--- src/rtl/control_unit.sv ---
// control_unit: multi-cycle fetch/execute sequencer driving the BusWires select and capture enables
// Ports:
//   clock, resetn         rising-edge clock, asynchronous active-low reset
//   run                   start/continue; sampled in IDLE and in each instruction's done state
//   ir, g_nz              instruction register contents and G-non-zero flag
//   control[0:NREG+2]     one-hot bus select: [0]=din, [1+i]=r_i, [NREG+1]=g, [NREG+2]=mem
//   rin                   register write enables (at most one hot)
//   ain, gin, addsub      ALU A load, G load, add/sub select
//   irin, addr_in         IR load, memory address load
//   pc_incr               r7 increment
//   dout_in, w_d          write-data load, memory write strobe
//   done                  one-cycle pulse in the last cycle of each instruction
module control_unit #(
   parameter int OPW  = 4,
   parameter int NREG = 8
) (
   input  logic            clock,
   input  logic            resetn,
   input  logic            run,
   input  logic [15:0]     ir,
   input  logic            g_nz,
   output logic [0:NREG+2] control,
   output logic [NREG-1:0] rin,
   output logic            ain,
   output logic            gin,
   output logic            addsub,
   output logic            irin,
   output logic            addr_in,
   output logic            pc_incr,
   output logic            dout_in,
   output logic            w_d,
   output logic            done
);
   localparam logic [OPW-1:0] OP_MV   = OPW'(0);
   localparam logic [OPW-1:0] OP_MVI  = OPW'(1);
   localparam logic [OPW-1:0] OP_ADD  = OPW'(2);
   localparam logic [OPW-1:0] OP_SUB  = OPW'(3);
   localparam logic [OPW-1:0] OP_LD   = OPW'(4);
   localparam logic [OPW-1:0] OP_ST   = OPW'(5);
   localparam logic [OPW-1:0] OP_MVNZ = OPW'(6);
   typedef enum logic [2:0] {S_IDLE, S_F0, S_F1, S_F2, S_E0, S_E1, S_E2} state_t;
   state_t          state_q, state_d;
   logic [OPW-1:0]  op;
   logic [2:0]      rx, ry;
   logic [NREG-1:0] rx_oh, ry_oh, r_sel;
   logic            sel_g, sel_mem;
   logic [NREG+2:0] sel;
   logic            unused_ir;
   assign op        = ir[15 -: OPW];
   assign rx        = ir[11:9];
   assign ry        = ir[8:6];
   assign unused_ir = ^ir[5:0];
   assign rx_oh     = NREG'(1) << rx;
   assign ry_oh     = NREG'(1) << ry;
   // Bit i of sel maps to control[i]; din is never sourced by this sequencer.
   assign sel       = {sel_mem, sel_g, r_sel, 1'b0};
   for (genvar i = 0; i < NREG + 3; i++) begin : g_ctl
      assign control[i] = sel[i];
   end
   always_ff @(posedge clock or negedge resetn) begin
      if (!resetn) state_q <= S_IDLE;
      else         state_q <= state_d;
   end
   // Every instruction ends in the state that raises done, so done alone decides the return.
   always_comb begin
      state_d = state_q;
      case (state_q)
         S_IDLE:  state_d = run ? S_F0 : S_IDLE;
         S_F0:    state_d = S_F1;
         S_F1:    state_d = S_F2;
         S_F2:    state_d = S_E0;
         S_E0:    state_d = S_E1;
         S_E1:    state_d = S_E2;
         default: state_d = S_IDLE;
      endcase
      if (done) state_d = run ? S_F0 : S_IDLE;
   end
   always_comb begin
      r_sel   = '0;
      sel_g   = 1'b0;
      sel_mem = 1'b0;
      rin     = '0;
      ain     = 1'b0;
      gin     = 1'b0;
      addsub  = 1'b0;
      irin    = 1'b0;
      addr_in = 1'b0;
      pc_incr = 1'b0;
      dout_in = 1'b0;
      w_d     = 1'b0;
      done    = 1'b0;
      case (state_q)
         S_F0: begin
            r_sel[NREG-1] = 1'b1;
            addr_in       = 1'b1;
         end
         S_F1: pc_incr = 1'b1;
         S_F2: begin
            sel_mem = 1'b1;
            irin    = 1'b1;
         end
         S_E0: case (op)
            OP_MV: begin
               r_sel = ry_oh;
               rin   = rx_oh;
               done  = 1'b1;
            end
            // Address register takes the pre-increment PC while r7 advances past the immediate.
            OP_MVI: begin
               r_sel[NREG-1] = 1'b1;
               addr_in       = 1'b1;
               pc_incr       = 1'b1;
            end
            OP_ADD, OP_SUB: begin
               r_sel = rx_oh;
               ain   = 1'b1;
            end
            OP_LD, OP_ST: begin
               r_sel   = ry_oh;
               addr_in = 1'b1;
            end
            OP_MVNZ: begin
               r_sel = g_nz ? ry_oh : '0;
               rin   = g_nz ? rx_oh : '0;
               done  = 1'b1;
            end
            default: done = 1'b1;
         endcase
         S_E1: case (op)
            OP_ADD, OP_SUB: begin
               r_sel  = ry_oh;
               gin    = 1'b1;
               addsub = (op == OP_SUB);
            end
            OP_ST: begin
               r_sel   = rx_oh;
               dout_in = 1'b1;
               w_d     = 1'b1;
               done    = 1'b1;
            end
            default: ;
         endcase
         S_E2: case (op)
            OP_MVI, OP_LD: begin
               sel_mem = 1'b1;
               rin     = rx_oh;
               done    = 1'b1;
            end
            OP_ADD, OP_SUB: begin
               sel_g = 1'b1;
               rin   = rx_oh;
               done  = 1'b1;
            end
            default: ;
         endcase
         default: ;
      endcase
   end
endmodule

--- config.mk ---
export PLATFORM = sky130hd
export DESIGN_NAME = control_unit
export DESIGN_NICKNAME = d
export VERILOG_FILES = /design/src/rtl/control_unit.sv
export SDC_FILE = /design/constraint.sdc
export NUM_CORES = 1
export LEC_CHECK = 0
export ABC_AREA = 1
export CORE_MARGIN = 2
export CORE_UTILIZATION = 42
export DETAILED_ROUTE_END_ITERATION = 10
export GPL_ROUTABILITY_DRIVEN = 0
export GPL_TIMING_DRIVEN = 0
export PLACE_DENSITY = 0.93
export SETUP_SLACK_MARGIN = 0.02
export SLEW_MARGIN = 10
export SYNTH_ARGS = -nofsm -noshare
export SYNTH_HDL_FRONTEND = slang
export SYNTH_SLANG_ARGS = --single-unit
--- constraint.sdc ---
create_clock -name clock -period 1.85 [get_ports clock]
set_input_delay 0.37 -clock clock [delete_from_list [all_inputs] [get_ports clock]]
set_output_delay 0.37 -clock clock [all_outputs]
set_load 0.1 [all_outputs]
==> results of run 1 <==
-- cells by family after synthesis --
kind of cell | count (synthesis)
simple gates | 116
compound gates | 28
buf+inv | 26
flops | 3
other cells | 1
-- cell usage after synthesis (all sizes together) --
master | number | area (um^2)
a21boi | 1 | 7.51
a21o | 1 | 7.51
a21oi | 9 | 45.0
buf | 6 | 42.5
clkbuf | 1 | 3.75
conb | 1 | 3.75
dfrtp | 3 | 75.1
inv | 19 | 71.3
nand2 | 62 | 253
nand3 | 23 | 115
nand3b | 1 | 7.51
nand4 | 2 | 12.5
nor2 | 23 | 98.8
nor3 | 5 | 25.0
o211ai | 6 | 45.0
o21ai | 10 | 61.3
o22ai | 1 | 6.26
-- through the flow --
stage	TNS [ns]	cell area, um^2	utilization [%]
global placement	-35.64	1540	78.6
floorplan	-2.36	1120	-
detailed placement	-37.01	1540	78.6
==> results.toml, run 1 <==
[synth]
synth_compound_area_share_pct = 19.6
syn_nets = 194
yosys.area_share.xor_xnor_pct = 0
synthCells = 174
synthSimpleGateAreaFrac_pct = 58.1
synth.area.mux_share_pct = 0
synth_top_family_by_area = "simple AND/OR/NAND/NOR gates"
ys_types = 24
synth.yosys.warnings = 0
syn_area_um2 = 881
synth_adder_area_share_pct = 0
ys_ff_latch = 3
syn_area_per_cell_um2 = 5.06
synth_seq_area_share_pct = 8.52

[die]
initial_core_util_pct = 44.9
die_y_um = 49.8
die_w_um = 49.8
io_pins = 48
row_count = 16

[place]
numPortBuffers = 39
dp_hpwl_um = 2570
placed_cells = 240
place_ws_ns = -1.55

[clocking]
cts_sinks = 3
post_cts_resized = 345
h-tree-depth = 1
postCtsHoldBufs = 0
cts_setup_buffers = 23
numCtsBuffers = 3
clock_path_buffers = 2
cts_root_buffer = "clkbuf_4"

[status]
lastStage = "clock tree synthesis"
status = "did not finish"
error = "[ERROR DPL-0038] Utilization greater than 100%, impossible to legalize"
==> run 2, diff against run 1 <==
- CORE_AREA: default -> 2 2 63 65
- CORE_MARGIN: 2 -> default
- CORE_UTILIZATION: 42 -> default
- DIE_AREA: default -> 0 0 65 67
- PLACE_DENSITY: 0.93 -> default
- PLACE_DENSITY_LB_ADDON: default -> 0.15
- SETUP_SLACK_MARGIN: 0.02 -> default
==> run 2 against run 1 <==
The flow now finishes, with violations (setup timing); synthesized area is the same; synthesized cell count is the same.
==> results.toml, run 2 <==
[synth]
synth.area.mux_share_pct = 0
ys_ff_latch = 3
synthTopCellsByArea = "nand2_1, nand3_1, dfrtp_1, nor2_1, inv_1"
synthArstFlopShare_pct = 100
synth_top_cell_by_area = "nand2_1"
synth.yosys.warnings = 0
synthCells = 174
yosys.cell_count.top_type = "nand2_1"
ys_types = 24
synth_top_area_share_pct = 23.9
yosys.area_share.xor_xnor_pct = 0
synth_edf_count = 0
synth_commonest_cells = "nand2_1, nand3_1, nor2_1"
synth_seq_area_share_pct = 8.52
ys.flop_type = "dfrtp_1"
syn_nets = 194
syn_area_um2 = 881
synth_adder_area_share_pct = 0
syn_area_per_cell_um2 = 5.06
synthSimpleGateAreaFrac_pct = 58.1
synth_top_family_by_area = "simple AND/OR/NAND/NOR gates"
synth_compound_area_share_pct = 19.6

[sta]
rsz0062_at_grt = "true"
skew_ns = 0.000423
setup_tns_ns = -0.900
fin_ws_ns = -0.0838
fin_crit_ns = 1.93
period_share_pct = 105
worst_pin_slew_ns = 0.507
max_freq_mhz = 517
finalMaxSlewViolations = 0
hold_viol = 0
setup_viol = 18
slew_headroom_pct = 66.2

[clocking]
cts_tree = "built"
clock_path_buffers = 2
cts_sinks = 3
clk-insertion-delay-late_ns = 0.21
postCtsHoldBufs = 0
cts_root_buffer = "clkbuf_8"
numCtsBuffers = 3
h-tree-depth = 1
path_clk_slew_ns = 0.03

[finish]
fin_nets = 280
regArea_um2 = 77.6
regMostFlops = "state_q"
syn2layout_area_growth_pct = 189
mostFrequentLayoutCell = "nand2_1"
design_area_um2 = 2550
final_cell_mix = "nand2_1, buf_4, buf_12"
layout-drive-gt1-share_pct = 69.9
largest_reg_flops = 3
largestRegisters = "state_q (3)"
final_cells = 307
antenna_cells = 0
fillers = 263
multi_input_area_um2 = 1160

[global_routing]
grt_usage_pct = 18.5
first_global_vias = 1331
antenna_found_initial = 0
overflow = 0
grt_max_degree = 11
grt_first_pass_wirelength_um = 6290

[routing]
via_count = 1497
viasPerCell = 4.88
drc = 0
drtPass1Iterations = 4
drt_iter0_markers = 82
ant_nets = 0
drt_wl_total_um = 4260
post_drt_wl_per_cell_um = 13.9

[worst_setup_path]
path_class = "reg2out"
r2r_end = "state_q[2]"
start_kind = "register"
worstPathArrival_ns = 1.56
ff2ff_setup_slack_ns = 0.17
cp-endpoint = "rin[3]"
worstPathMaxFanout = 8
required_ns = 1.48
r2r_cells = 12
critPathLaunch = "state_q[0]"
end_kind = "primary output"
r2r_start = "state_q[1]"

[die]
row_count = 22
die_area_um2 = 4360
initial_core_util_pct = 24.4
die_y_um = 67
io_pins = 48
die_w_um = 65
core_um2 = 3610

[place]
place_ws_ns = -1.54
placed_cells = 261
placed_area_um2 = 1570
numPortBuffers = 39
dp_hpwl_um = 2350

[pwr]
power.density_nw_per_um2 = 841
leakage_nw = 1.07
peakVddDrop_uv = 876
power_mw = 2.14

[job]
max_cap_violations = 0

[status]
violations = "setup timing"
status = "complete, but fails checks"

[min_path]
hold_class = "in2async"
==> run 2: critical path: stages, from the launching register on <==
cell	delay, ns
dfrtp_2	0.42
buf_6	0.14
nor2_4	0.18
buf_12	0.13
nand2_8	0.10
a21boi_4	0.18
buf_12	0.19
==> run 2: worst min path at each step <==
stage                 end
2_1_floorplan  state_q[0]
3_5_place_dp   state_q[1]
5_1_grt        state_q[1]
3_3_place_gp   state_q[1]
6_report       state_q[1]
4_1_cts        state_q[1]
==> run 2: cell type report <==
class                   instances  area share [%]
inverters                      19            4.17
well taps                      48            2.36
plain buffers                   7            2.99
flip-flops and latches          3            3.04
repair buffers                 81            40.1
multi-input cells             145            45.6
clock buffers                   4            1.77
==> run 2: metal layers <==
layer | vias up | wire, um | GRT usage (%)
met5 | - | 0 | 0
met4 | 0 | 11 | 2.39
met3 | 4 | 246 | 0.845
met2 | 58 | 2320 | 34.7
met1 | 698 | 1690 | 23.9
li1 | 737 | - | -
==> run 2: what timing repair did <==
item,CTS,global route
gates resized for setup,335,45
gates cloned,0,1
hold endpoints to repair,0,0
setup endpoints to repair,30,27
pin swaps,37,20
buffers inserted,41,3
==> run 2: cell families after synthesis <==
family | count (synthesis)
AOI/OAI and AO/OA | 28
buffers and inverters | 26
DFF | 3
other | 1
and+or+nand+nor | 116
==> run 2: power breakdown <==
part | switching [mW] | internal [mW]
clock network | 0.0432 | 0.147
logic | 1.10 | 0.716
registers | 0.0346 | 0.102
==> run 2: metrics by stage <==
stage / util, % / hold WS [ns]
detailed placement: 43.5 / 0.564
global route: 70.7 / 0.350
global placement: 43.5 / 0.560
finish: 70.7 / 0.339
floorplan: - / 0.0744
CTS: 66.6 / 0.340
Note: power is estimated with default switching activity, not from simulation.
